===== config.mk =====
export PLATFORM = sky130hd
export DESIGN_NAME = ms_pipe
export DESIGN_NICKNAME = d
export VERILOG_FILES = /design/src/rtl/ms_pipe_pkg.sv /design/src/rtl/ms_pipe_stage.sv /design/src/rtl/ms_pipe.sv
export SDC_FILE = /design/constraint.sdc
export NUM_CORES = 1
export LEC_CHECK = 0
export ABC_AREA = 0
export BUFFER_PORTS_ARGS = -buffer_cell sky130_fd_sc_hd__buf_2
export CAP_MARGIN = 20
export CORE_MARGIN = 2
export CORE_UTILIZATION = 42
export CTS_CLUSTER_SIZE = 30
export DETAILED_ROUTE_END_ITERATION = 12
export GPL_TIMING_DRIVEN = 0
export PLACE_DENSITY = 0.73
export SLEW_MARGIN = 20
export SYNTH_ARGS = -nofsm -noshare
export SYNTH_HDL_FRONTEND = slang
export SYNTH_SLANG_ARGS = --single-unit

===== constraint.sdc =====
create_clock -name i_clk -period 1.1 [get_ports i_clk]
set_input_delay 0.055 -clock i_clk [delete_from_list [all_inputs] [get_ports i_clk]]
set_output_delay 0.055 -clock i_clk [all_outputs]
set_load 0.02 [all_outputs]

===== src/rtl/ms_pipe_pkg.sv =====
//------------------------------------------------------------------------------
// Module : ms_pipe_pkg
// Brief  : Shared constants and count-width helper for the ms_pipe pipeline.
// Rev    : 1.0 - initial release
//------------------------------------------------------------------------------
`default_nettype none

package ms_pipe_pkg;

  localparam int c_default_data_width = 32;
  localparam int c_default_depth      = 1;

  // Room for DEPTH stage entries plus one optional skid entry.
  function automatic int count_width(input int depth);
    return $clog2(depth + 2);
  endfunction

endpackage

`default_nettype wire


===== src/rtl/ms_pipe_stage.sv =====
//------------------------------------------------------------------------------
// Module : ms_pipe_stage
// Brief  : One pipeline register: data plus valid, with flush/load/clear/hold.
// Rev    : 1.0 - initial release
//------------------------------------------------------------------------------
`default_nettype none

module ms_pipe_stage #(
  parameter int                    DATA_WIDTH = 32,
  parameter logic [DATA_WIDTH-1:0] FLUSH_VAL  = '0
) (
  input  logic                  i_clk,
  input  logic                  i_nrst,
  input  logic                  i_flush,
  input  logic                  i_load,
  input  logic                  i_clear,
  input  logic [DATA_WIDTH-1:0] i_data,
  output logic                  o_valid,
  output logic [DATA_WIDTH-1:0] o_data
);

  logic                  r_valid;
  logic [DATA_WIDTH-1:0] r_data;

  // Priority: flush, then load, then clear; otherwise the stage holds.
  always_ff @(posedge i_clk or negedge i_nrst) begin
    if (!i_nrst) begin
      r_valid <= 1'b0;
      r_data  <= '0;
    end else if (i_flush) begin
      r_valid <= 1'b0;
      r_data  <= FLUSH_VAL;
    end else if (i_load) begin
      r_valid <= 1'b1;
      r_data  <= i_data;
    end else if (i_clear) begin
      r_valid <= 1'b0;
    end
  end

  assign o_valid = r_valid;
  assign o_data  = r_data;

endmodule

`default_nettype wire


===== src/rtl/ms_pipe.sv =====
//------------------------------------------------------------------------------
// Module : ms_pipe
// Brief  : Bubble-collapsing valid/ready pipeline of DEPTH stages with flush.
//          Optional skid entry in front of stage 0 via MS_PIPE_SKID_EN.
// Rev    : 1.0 - initial release
//------------------------------------------------------------------------------
`default_nettype none

module ms_pipe
  import ms_pipe_pkg::*;
#(
  parameter int                    DATA_WIDTH = c_default_data_width,
  parameter int                    DEPTH      = c_default_depth,
  parameter logic [DATA_WIDTH-1:0] FLUSH_VAL  = '0
) (
  input  logic                          i_clk,
  input  logic                          i_nrst,
  input  logic                          i_valid,
  output logic                          o_ready,
  input  logic [DATA_WIDTH-1:0]         i_data,
  output logic                          o_valid,
  input  logic                          i_ready,
  output logic [DATA_WIDTH-1:0]         o_data,
  input  logic                          i_flush,
  output logic [count_width(DEPTH)-1:0] o_count
);

  localparam int c_cw = count_width(DEPTH);

  logic [DEPTH-1:0]      w_valid;
  logic [DATA_WIDTH-1:0] w_data [DEPTH];
  logic [DATA_WIDTH-1:0] w_in   [DEPTH];
  logic [DEPTH-1:0]      w_move;
  logic [DEPTH-1:0]      w_load;
  logic [DATA_WIDTH-1:0] w_s0_data;
  logic                  w_s0_load;
  logic                  w_s0_free;
  logic                  w_accept;
  logic                  w_emit;
  logic [c_cw-1:0]       r_count;

  // A stage moves when its successor is empty or itself moving; resolved from the output back.
  always_comb begin
    w_move          = '0;
    w_move[DEPTH-1] = w_valid[DEPTH-1] & i_ready;
    for (int i = DEPTH - 2; i >= 0; i--) begin
      w_move[i] = w_valid[i] & (~w_valid[i+1] | w_move[i+1]);
    end
  end

  always_comb begin
    w_load[0] = w_s0_load;
    w_in[0]   = w_s0_data;
    for (int i = 1; i < DEPTH; i++) begin
      w_load[i] = w_move[i-1];
      w_in[i]   = w_data[i-1];
    end
  end

  assign w_s0_free = ~w_valid[0] | w_move[0];
  assign w_emit    = w_move[DEPTH-1];
  assign w_accept  = i_valid & o_ready;

`ifdef MS_PIPE_SKID_EN
  logic                  r_skid_valid;
  logic [DATA_WIDTH-1:0] r_skid_data;

  assign o_ready   = ~r_skid_valid & ~i_flush;
  // An empty skid is bypassed so the accepted word lands directly in stage 0.
  assign w_s0_load = r_skid_valid ? w_s0_free : (w_accept & w_s0_free);
  assign w_s0_data = r_skid_valid ? r_skid_data : i_data;

  always_ff @(posedge i_clk or negedge i_nrst) begin
    if (!i_nrst) begin
      r_skid_valid <= 1'b0;
      r_skid_data  <= '0;
    end else if (i_flush) begin
      r_skid_valid <= 1'b0;
      r_skid_data  <= '0;
    end else if (r_skid_valid) begin
      if (w_s0_free) r_skid_valid <= 1'b0;
    end else if (w_accept && !w_s0_free) begin
      r_skid_valid <= 1'b1;
      r_skid_data  <= i_data;
    end
  end
`else
  assign o_ready   = ~i_flush & w_s0_free;
  assign w_s0_load = w_accept;
  assign w_s0_data = i_data;
`endif

  for (genvar g = 0; g < DEPTH; g++) begin : g_stage
    ms_pipe_stage #(
      .DATA_WIDTH (DATA_WIDTH),
      .FLUSH_VAL  (FLUSH_VAL)
    ) u_stage (
      .i_clk   (i_clk),
      .i_nrst  (i_nrst),
      .i_flush (i_flush),
      .i_load  (w_load[g]),
      .i_clear (w_move[g]),
      .i_data  (w_in[g]),
      .o_valid (w_valid[g]),
      .o_data  (w_data[g])
    );
  end

  always_ff @(posedge i_clk or negedge i_nrst) begin
    if (!i_nrst) begin
      r_count <= '0;
    end else if (i_flush) begin
      r_count <= '0;
    end else if (w_accept && !w_emit) begin
      r_count <= r_count + c_cw'(1);
    end else if (!w_accept && w_emit) begin
      r_count <= r_count - c_cw'(1);
    end
  end

  assign o_valid = w_valid[DEPTH-1];
  assign o_data  = w_data[DEPTH-1];
  assign o_count = r_count;

endmodule

`default_nettype wire

==> results of run 1 <==
==> kinds of logic (layout without fill, tap and decap cells) <==
kind of cell,count (synthesis),in the layout
buf+inv,19,106
simple gates,43,43
compound gates,67,67
flops,35,35
==> worst register-to-register path, cell delays in order, from the launching register on <==
cell	delay, ns
dfrtp_2	0.42
and2b_4	0.18
buf_4	0.16
buf_8	0.15
o21ai_1	0.12
a21oi_1	0.08
==> state kept, by name, indices dropped and copies added, names as in the netlist <==
register,count
o_count,2
g_stage.u_stage.o_valid,1
g_stage.u_stage.o_data,32
==> repair_timing <==
| item | in CTS | in global routing |
|---|---|---|
| buffers inserted | 5 | 0 |
| gates resized for setup | 42 | 40 |
| pin swaps | 1 | 8 |
| hold buffers | 1 | 0 |
| endpoints found under the hold margin | 35 | 0 |
| setup endpoints to repair | 30 | 36 |
| cloned | 2 | 1 |
==> final cells by class <==
class                   count  area, um2  share of cell area (%)
plain buffers              18        173                    7.10
clock buffers               8        100                    4.11
inverters                   1       3.75                   0.154
multi-input cells         110        757                    31.1
flip-flops and latches     35        877                    36.0
well taps                  48       60.1                    2.47
repair buffers             79        463                    19.0
==> where the power goes <==
part           leakage, nW  switching, mW  internal, mW
combinational        0.670          0.372         0.271
clock               0.0515          0.431         0.571
sequential           0.466         0.0517          1.36
==> placed cells by master, fill, tap and decap left out, types with 5 or more instances in the layout <==
| cell type | count |
|---|---|
| a21oi_1 | 27 |
| buf_2 | 73 |
| o21ai_2 | 25 |
| a21oi_2 | 6 |
| nand3_2 | 5 |
| nand3_1 | 27 |
| dfrtp_1 | 34 |
| o21ai_1 | 6 |
| buf_6 | 8 |
| clkbuf_8 | 7 |
==> layer usage <==
| layer | vias to the layer above | GRT usage [%] |
|---|---|---|
| li1 | 761 | - |
| met1 | 756 | 27.8 |
| met2 | 64 | 33.7 |
| met3 | 5 | 6.51 |
| met4 | 0 | 6.77 |
| met5 | - | 0 |
==> how the worst max path moves through the flow <==
stage                               start                            end  cells past startpoint
6_report       g_stage[0].u_stage.o_valid  g_stage[0].u_stage.o_data[12]                      5
4_1_cts        g_stage[0].u_stage.o_valid                        o_ready                      4
5_1_grt        g_stage[0].u_stage.o_valid  g_stage[0].u_stage.o_data[20]                      5
2_1_floorplan  g_stage[0].u_stage.o_valid  g_stage[0].u_stage.o_data[11]                      4
3_5_place_dp   g_stage[0].u_stage.o_valid  g_stage[0].u_stage.o_data[20]                      4
3_3_place_gp   g_stage[0].u_stage.o_valid  g_stage[0].u_stage.o_data[17]                      4
==> results by group, run 1 <==
Run status
  • Outcome: complete, but fails checks
  • Failing checks: negative setup slack

Floorplanning
  • Area of the core: ~3700 um2
  • Die span in x: 65.7 um
  • Row count: 22
  • Die area: 4310 um2
  • Die Height: 65.7 um
  • I/O pins: 73
  • Initial Util: 43.6%

Logic synthesis
  • Synth Instances: ~160
  • Simple-Gate Fraction of Synth Area: 15.8%
  • Ys async rst share: 100%
  • Largest family of logic cells by synthesized area: compound AO/OA/AOI/OAI gates
  • Seq/Total Area, Yosys: 54.9%
  • Number of synthesized flops with an enable pin: 0
  • Synth cell types: 19
  • Synth Area in Compound Gates: 21.0%
  • Most common cell in the netlist: dfrtp_1
  • YS warnings: 0
  • Multiplexer share of the synthesized area: 0%
  • Largest area contributor in the netlist: dfrtp_1
  • Top_reg_cell synth: dfrtp_1
  • Post-Syn Area: about 1600 um2
  • Synth cell count leaders: dfrtp_1, a21oi_1, nand3_1
  • Syn Area/Cell: 9.73 um2
  • Largest cells by area after synthesis: dfrtp_1, a21oi_1, nand3_1
  • XOR/XNOR Fraction of Synth Area: 0%
  • Synth top area share: 54.9%
  • Mapped Nets: 201
  • Synthesized flop and latch total: 35
  • Synth Area in Adders: 0%

Power and ir drop
  • Maximum vdd drop: 0.986 mV
  • Power Density: 1260 nW/um2
  • Pleak: about 1.2 nW
  • Final Power: 3.06 mW

Final layout
  • Nets: around 290
  • Area grow syn2layout: 52.4%
  • Util after Layout: around two thirds
  • Design Area, Final: 2430 um2
  • Layout cells sized above 1: between 50% and 60%
  • Fill cells: 288
  • Antenna Cells: 0
  • Post-route insts no fill: around 300

Global route
  • Gr ovfl total: 0
  • Global-route usage over all layers: a little over a fifth
  • Initial antenna violation count: 0
  • Global-route wire length before repair: between 6 and 7 mm
  • Largest net degree at the start of global routing: 36
  • Vias in the first global route: 1477

Timing
  • Final period util: 113%
  • PnR worst setup slack: -0.145 ns
  • Setup TNS: -3.77 ns
  • Max_slew headroom: 47.2%
  • Worst-margin pin slew: 0.792 ns
  • RSZ-0062 raised after global routing: yes
  • Fin. max-slew vios: 0
  • Clk_skew: 0.00474 ns
  • Hold Violations, Final: 0
  • Minimum clock period: ~1.2 ns
  • Hold WS: 0.00898 ns
  • Peak Freq: 0.803 GHz
  • Final setup viols: 35

Worst setup path
  • Max incr delay on CP: between 0.4 and 0.5 ns
  • Crit Path Class: reg -> reg
  • Critical Path Start Type: flop
  • CP Cell Sequence: and2b_4, buf_4, buf_8, o21ai_1, a21oi_1
  • CP endpoint kind: flop
  • Critical R2R Launch: g_stage[0].u_stage.o_valid
  • FF-to-FF setup slack: -0.14 ns
  • CP max FO: 10
  • Register-to-Register Path Depth: 5
  • CP Buf/Inv Count: 2
  • Arrival time worst endpoint: 1.39 ns
  • Worst path slowest cell: dfrtp_2
  • RR Endpoint: g_stage[0].u_stage.o_data[12]
  • CP top delay family: flip-flops
  • Required time of the critical path: between 1 and 1.5 ns

Worst hold path
  • Worst min path class: in -> reg
  • Hold Crit Depth: 3
  • Hold Path Sink: g_stage[0].u_stage.o_data[14]
  • Hold path startpoint: i_data[14]

Detailed routing
  • Routed len/inst: between 10 and 15 um
  • Vias per cell: between 5 and 6
  • DRC viols: 0
  • Final ANT Viol Nets: 0
  • Vias post-DR: roughly 1600
  • Wl on met1: 1.85 mm
  • DR pass1 iterations: 4
  • Met2 routed WL: 2.17 mm
  • Starting DRT DRC Count: ~120
  • Wirelength, routed: ~4.4 mm
  • Met3 wire length: roughly 300 um
  • Top sig layer: met4

Place
  • Dpl cell area: 2010 um2
  • Cells after DPL: 282
  • Pre-CTS WS: -0.0558 ns
  • DP Wirelength: 2.77 mm
  • PortBufs: 70
  • RD Place Congestion: 0.743

Clock tree
  • Worst-path clk slew: 0.07 ns
  • Clock buffer depth: 2
  • Clk sinks: 35
  • CTS Buf Count: 5
  • Htree depth: 2
  • CTS tree: done
  • Root buf cell: clkbuf_8
  • Worst skew pair latency: 0.28 ns

Flow run
  • Max-Cap Viols: 0
Power figures use the tool's default switching activity.
==> inputs of run 2 (changes only) <==
--- a/config.mk
+++ b/config.mk
@@ -12,4 +12,5 @@
 export CORE_UTILIZATION = 42
-export CTS_CLUSTER_SIZE = 30
+export CTS_CLUSTER_SIZE = 12
 export DETAILED_ROUTE_END_ITERATION = 12
+export GPL_ROUTABILITY_DRIVEN = 0
 export GPL_TIMING_DRIVEN = 0
==> constraint.sdc (replaced) <==
create_clock -name i_clk -period 1.1 [get_ports i_clk]
set_input_delay 0.165 -clock i_clk [delete_from_list [all_inputs] [get_ports i_clk]]
set_output_delay 0.165 -clock i_clk [all_outputs]
set_load 0.02 [all_outputs]
==> run 2 against run 1 <==
Compared with the run above: global-route usage is 1.8 points higher; clock skew is 0.0010 ns lower; cell count is 0.33% lower; flip-flop and latch count stayed put; the flow finishes with violations (negative hold slack, negative setup slack); highest routed layer unchanged; via count is 0.76% higher; routed wire length is 3.7% higher; sequential power hardly changed; register-to-register slack hardly changed; critical path type is now reg -> out.
==> results by group, run 2 (same netlist as run 1, synthesis figures left out) <==
Worst hold path
  • Worst min path class: in -> async

Floorplanning
  • Initial Util: 43.6% (unchanged)
  • I/O pins: 73 (unchanged)
  • Row count: 22 (unchanged)
  • Die Height: 65.7 um (unchanged)
  • Die span in x: 65.7 um (unchanged)
  • Die area: 4310 um2 (unchanged)
  • Area of the core: 3660 um2 (unchanged)

Worst setup path
  • Arrival time worst endpoint: 1.18 ns (-0.21 ns)
  • CP top delay family: flip-flops
  • RR Endpoint: g_stage[0].u_stage.o_data[25]
  • Worst path slowest cell: dfrtp_2
  • CP Buf/Inv Count: 2 (unchanged)
  • CP max FO: 2 (-8)
  • CP Cell Sequence: and2b_4, buf_6, nor2_4, buf_6
  • Required time of the critical path: 0.94 ns (-0.31 ns)
  • Register-to-Register Path Depth: 6 (+1)
  • Most used cell, CP: buf_6
  • CP endpoint kind: output port
  • Critical R2R Launch: g_stage[0].u_stage.o_valid
  • Max incr delay on CP: 0.40 ns (-0.02 ns)
  • FF-to-FF setup slack: -0.15 ns (about the same)
  • Crit Path Class: reg -> out
  • Critical Path Start Type: flop

Clock tree
  • Root buf cell: clkbuf_8
  • Clk sinks: 35 (unchanged)
  • Worst-path clk slew: 0.07 ns (about the same)
  • Htree depth: 2 (unchanged)
  • Clock buffer depth: 2 (unchanged)
  • Worst skew pair latency: 0.28 ns (about the same)
  • CTS Buf Count: 5 (unchanged)
  • CTS tree: done

Final layout
  • Layout cells sized above 1: 58.8% (-0.16 points)
  • Commonest non-fill, non-tap cell in the layout: buf_2
  • Max reg flops: 32 (unchanged)
  • Nets: 287 (unchanged)
  • FF/Latch Area: 877 um2 (unchanged)
  • Commonest cells after routing, fill and taps aside: buf_2, dfrtp_1, nand3_1
  • Area of the multi-input gates: 777 um2 (+2.6%)
  • Fill cells: 323 (+12%)
  • Util after Layout: 65.2% (-1.3 points)
  • Antenna Cells: 0 (unchanged)
  • Area grow syn2layout: 49.5%

Global route
  • Global-route wire length before repair: 7.57 mm (+8.6%)
  • Vias in the first global route: 1589 (+7.6%)
  • Gr ovfl total: 0 (unchanged)
  • Initial antenna violation count: 0 (unchanged)
  • Largest net degree at the start of global routing: 36 (unchanged)
  • Global-route usage over all layers: 23.1% (+1.8 points)

Place
  • PortBufs: 70 (unchanged)
  • DP Wirelength: 2.82 mm (+1.8%)

Timing
  • Max_slew headroom: 46.4% (-0.84 points)
  • PnR worst setup slack: -0.243 ns (-0.0981 ns)
  • Minimum clock period: 1.34 ns (+0.0981 ns)
  • Setup TNS: -4.01 ns (-0.241 ns)
  • Final setup viols: 37 (+5.7%)
  • Final period util: 122% (+8.9 points)
  • RSZ-0062 raised after global routing: yes
  • Peak Freq: 0.745 GHz (-7.3%)
  • Worst-margin pin slew: 0.805 ns (+0.0126 ns)
  • Fin. max-slew vios: 0 (unchanged)
  • Clk_skew: 0.00371 ns (-0.00103 ns)
  • Hold Violations, Final: 35 (+35)
  • Hold WS: -0.0314 ns (-0.0404 ns)

Power and ir drop
  • Pleak: 1.16 nW (-2.5%)
  • Maximum vdd drop: 0.936 mV (-5.0%)
  • Power Density: 1220 nW/um2 (-2.6%)

Detailed routing
  • Vias per cell: 5.36 (+1.1%)
  • Routed len/inst: 15.2 um (+4.1%)
  • Wirelength, routed: 4.54 mm (+3.7%)
  • Starting DRT DRC Count: 114 (-8.1%)
  • Final ANT Viol Nets: 0 (unchanged)
  • DR pass1 iterations: 4 (unchanged)
  • Vias post-DR: 1598 (+0.76%)
  • DRC viols: 0 (unchanged)

Run status
  • Outcome: complete, but fails checks
  • Failing checks: negative hold slack, negative setup slack

Flow run
  • Max-Cap Viols: 0 (unchanged)
## run 2: cell type report
| class | count | area share [%] |
|---|---|---|
| Clock buffer | 7 | 3.20 |
| Sequential cell | 35 | 36.7 |
| Tap cell | 48 | 2.52 |
| Multi-Input combinational cell | 110 | 32.5 |
| Buffer | 18 | 6.18 |
| Timing Repair Buffer | 79 | 18.7 |
| Inverter | 1 | 0.157 |
## run 2: report_power, final
group	total (mW)	leakage (nW)	switching (mW)	internal, mW
clock network	0.874	0.0383	0.438	0.436
registers	1.41	0.466	0.0473	1.36
logic	0.640	0.653	0.380	0.259
## run 2: timing repair
action	in CTS	in global routing
buffers inserted	5	0
setup endpoints to repair	30	37
endpoints found under the hold margin	35	0
resized for setup	43	40
cloned	4	0
pin swaps	1	14
## run 2: how the worst max path moves through the flow
stage | start | slack (ns) | cells after the start | to
final | g_stage[0].u_stage.o_valid | -0.24 | 4 | o_ready
after global routing | g_stage[0].u_stage.o_valid | -0.28 | 4 | o_ready
after floorplan | g_stage[0].u_stage.o_valid | -0.02 | 4 | g_stage[0].u_stage.o_data[1]
after CTS | g_stage[0].u_stage.o_valid | -0.23 | 4 | o_ready
after detailed placement | g_stage[0].u_stage.o_valid | -0.05 | 4 | o_ready
after global placement | g_stage[0].u_stage.o_valid | -0.05 | 4 | o_ready
## run 2: metal layers
| layer | routed length, um | global-route usage (%) | share of wire [%] | vias up |
|---|---|---|---|---|
| met5 | 0 | 0 | 0 | - |
| met4 | 75 | 9.11 | 1.7 | 0 |
| li1 | - | - | - | 762 |
| met3 | 327 | 5.31 | 7.2 | 9 |
| met1 | 1900 | 31.1 | 42 | 759 |
| met2 | 2240 | 36.1 | 49 | 68 |
## run 2: stage by stage
step / cells / area (um2) / hold WS, ns / power [mW] / worst slack [ns]
6_report: 298 / 2390 / -0.0314 / 2.92 / -0.243
5_1_grt: 298 / 2390 / 0.0222 / 3.06 / -0.284
4_1_cts: 298 / 2220 / -0.0142 / 2.87 / -0.229
3_5_place_dp: 282 / 2020 / 0.288 / 1.95 / -0.0515
3_3_place_gp: 282 / 2020 / 0.286 / 1.94 / -0.0452
2_1_floorplan: 164 / 1610 / -0.131 / 1.73 / -0.0168
==> inputs of run 3 (changes only) <==
Settings changed: SETUP_SLACK_MARGIN set to 0.5.
==> run 3 against run 2 <==
Compared with the run above: the flow still finishes with violations (negative hold slack, negative setup slack); first-iteration DRC count rose by 15%; critical path type is now reg -> reg; global-route usage rose by 0.39 points; register-to-register slack got worse by 0.10 ns; non-clock buffer count rose by 18; fmax fell by 0.71%; count of clock-buffer cells in the layout rose by 1; highest routed layer unchanged.
==> results by group, run 3 (same netlist as run 1, synthesis figures left out) <==
Run status
  • Outcome: complete, but fails checks
  • Failing checks: negative hold slack, negative setup slack

Worst setup path
  • Arrival time worst endpoint: 1.53 ns (+0.35 ns)
  • Required time of the critical path: 1.27 ns (+0.33 ns)
  • CP max FO: 7 (+5)
  • Critical Path Start Type: flop
  • Crit Path Class: reg -> reg
  • CP endpoint kind: flop

Timing
  • RSZ-0062 raised after global routing: yes
  • Hold WS: -0.143 ns (-0.112 ns)
  • Final setup viols: 36 (-2.7%)
  • Clk_skew: 0.00365 ns (-0.0000610 ns)
  • Fin. max-slew vios: 0 (unchanged)
  • Setup TNS: -5.50 ns (-1.49 ns)
  • Worst-margin pin slew: 0.515 ns (-0.290 ns)
  • Hold Violations, Final: 35 (unchanged)
  • Final period util: 123% (+0.87 points)
  • PnR worst setup slack: -0.252 ns (-0.00961 ns)
  • Peak Freq: 0.739 GHz (-0.71%)
  • Max_slew headroom: 65.7% (+19 points)
  • Minimum clock period: 1.35 ns (+0.00961 ns)

Power and ir drop
  • Flop pwr share: 43.7% (-4.5 points)
  • Switch Pwr: 0.924 mW (+6.8%)
  • Comb pwr share: 25.0% (+3.1 points)
  • Maximum vdd drop: 0.890 mV (-5.0%)
  • Clock power frac: 31.3% (+1.4 points)
  • Power Density: 1170 nW/um2 (-4.8%)
  • Cell Int Power: 2.34 mW (+14%)
  • Sw frac: 28.3% (-1.3 points)
  • Pleak: 1.31 nW (+13%)

Final layout
  • Antenna Cells: 0 (unchanged)
  • Layout cells sized above 1: 63.2% (+4.4 points)
  • Nets: 305 (+6.3%)
  • Commonest non-fill, non-tap cell in the layout: buf_6
  • Area grow syn2layout: 75.4%
  • Max reg flops: 32 (unchanged)
  • Commonest cells after routing, fill and taps aside: buf_6, buf_2, dfrtp_1

Global route
  • Met3 Usage GRT: 5.99% (+0.68 points)
  • Vias in the first global route: 1587 (-0.13%)
  • Gr ovfl total: 0 (unchanged)
  • Global-route usage over all layers: 23.5% (+0.39 points)
  • Global route hottest layer: met2
  • Global-route wire length before repair: 7.62 mm (+0.63%)
  • Grt met2 use: 38.6% (+2.5 points)
  • GR Util met1: 29.4% (-1.7 points)
  • Largest net degree at the start of global routing: 36 (unchanged)
  • Initial antenna violation count: 0 (unchanged)

Detailed routing
  • Vias per cell: 5.40 (+0.71%)
  • Vias post-DR: 1712 (+7.1%)
  • Final ANT Viol Nets: 0 (unchanged)
  • Routed len/inst: 16.5 um (+8.1%)
  • DR pass1 iterations: 4 (unchanged)
  • Wirelength, routed: 5.22 mm (+15%)
  • Starting DRT DRC Count: 131 (+15%)
  • DRC viols: 0 (unchanged)

Worst hold path
  • Worst min path class: in -> async

Clock tree
  • Worst skew pair latency: 0.29 ns (about the same)
  • Clk sinks: 35 (unchanged)
  • CTS tree: done
  • Htree depth: 2 (unchanged)
  • CTS Buf Count: 5 (unchanged)
  • Clock buffer depth: 2 (unchanged)
  • Worst-path clk slew: 0.07 ns (about the same)
  • Root buf cell: clkbuf_8

Place
  • PortBufs: 70 (unchanged)
  • Pre-CTS WS: -0.0500 ns (+0.00148 ns)
  • DP Wirelength: 2.78 mm (-1.4%)

Floorplanning
  • Row count: 22 (unchanged)
  • Die Height: 65.7 um (unchanged)
  • Initial Util: 43.6% (unchanged)
  • I/O pins: 73 (unchanged)
  • Die span in x: 65.7 um (unchanged)
  • Area of the core: 3660 um2 (unchanged)
  • Die area: 4310 um2 (unchanged)

Flow run
  • Max-Cap Viols: 0 (unchanged)
## run 3: stage by stage
| stage | utilization (%) | total power, mW | cells | instance area [um2] |
|---|---|---|---|---|
| floorplan | - | 1.75 | 164 | 1620 |
| global route | 76.5 | 3.44 | 317 | 2800 |
| CTS | 67.8 | 3.13 | 302 | 2480 |
| global placement | 55.5 | 1.96 | 282 | 2030 |
| finish | 76.5 | 3.26 | 317 | 2800 |
| detailed placement | 55.5 | 1.96 | 282 | 2030 |
## run 3: layer usage
layer | vias to the layer above | wire (um)
li1 | 798 | -
met1 | 822 | 2020
met2 | 78 | 2750
met3 | 14 | 312
met4 | 0 | 131
met5 | - | 0
## run 3: worst paths after layout
check	startpoint	endpoint	slack, ns	cells past startpoint
min	i_nrst	g_stage[0].u_stage.o_data[0]	-0.14	1
max	g_stage[0].u_stage.o_valid	g_stage[0].u_stage.o_data[10]	-0.25	6
min in group i_clk	i_data[9]	g_stage[0].u_stage.o_data[9]	0.11	3
max in group asynchronous	i_nrst	o_count[1]	0.89	1
min reg2reg	g_stage[0].u_stage.o_data[20]	g_stage[0].u_stage.o_data[20]	0.55	2
max reg2reg	g_stage[0].u_stage.o_valid	g_stage[0].u_stage.o_data[10]	-0.25	6
## run 3: layout make-up
| cell class | count | area (um2) |
|---|---|---|
| flip-flops and latches | 35 | 880 |
| fillers | 257 | 861 |
| repair buffers | 97 | 818 |
| multi-input cells | 110 | 771 |
| plain buffers | 18 | 168 |
| clock buffers | 8 | 100 |
| well taps | 48 | 60.1 |
| inverters | 1 | 3.75 |
## run 3: worst max-delay path, stage by stage (launching register included)
cell,delay (ns)
dfrtp_2,0.40
and2b_4,0.18
buf_4,0.14
buf_12,0.14
clkbuf_16,0.15
o21ai_2,0.15
a21oi_2,0.08
## run 3: power by group through the flow
stage	registers (mW)	clock network [mW]	logic (mW)
after floorplan	1.52	0	0.227
after global placement	1.43	0	0.531
after detailed placement	1.43	0	0.535
after CTS	1.42	1.03	0.683
after global routing	1.43	1.14	0.873
final	1.43	1.02	0.816
## run 3: repair_timing
action | CTS | global route
pin swaps | 5 | 13
gates resized for setup | 83 | 52
hold endpoints to repair | 35 | 35
gates cloned | 3 | 1
buffers inserted | 9 | 14
endpoints found under the setup margin | 71 | 74
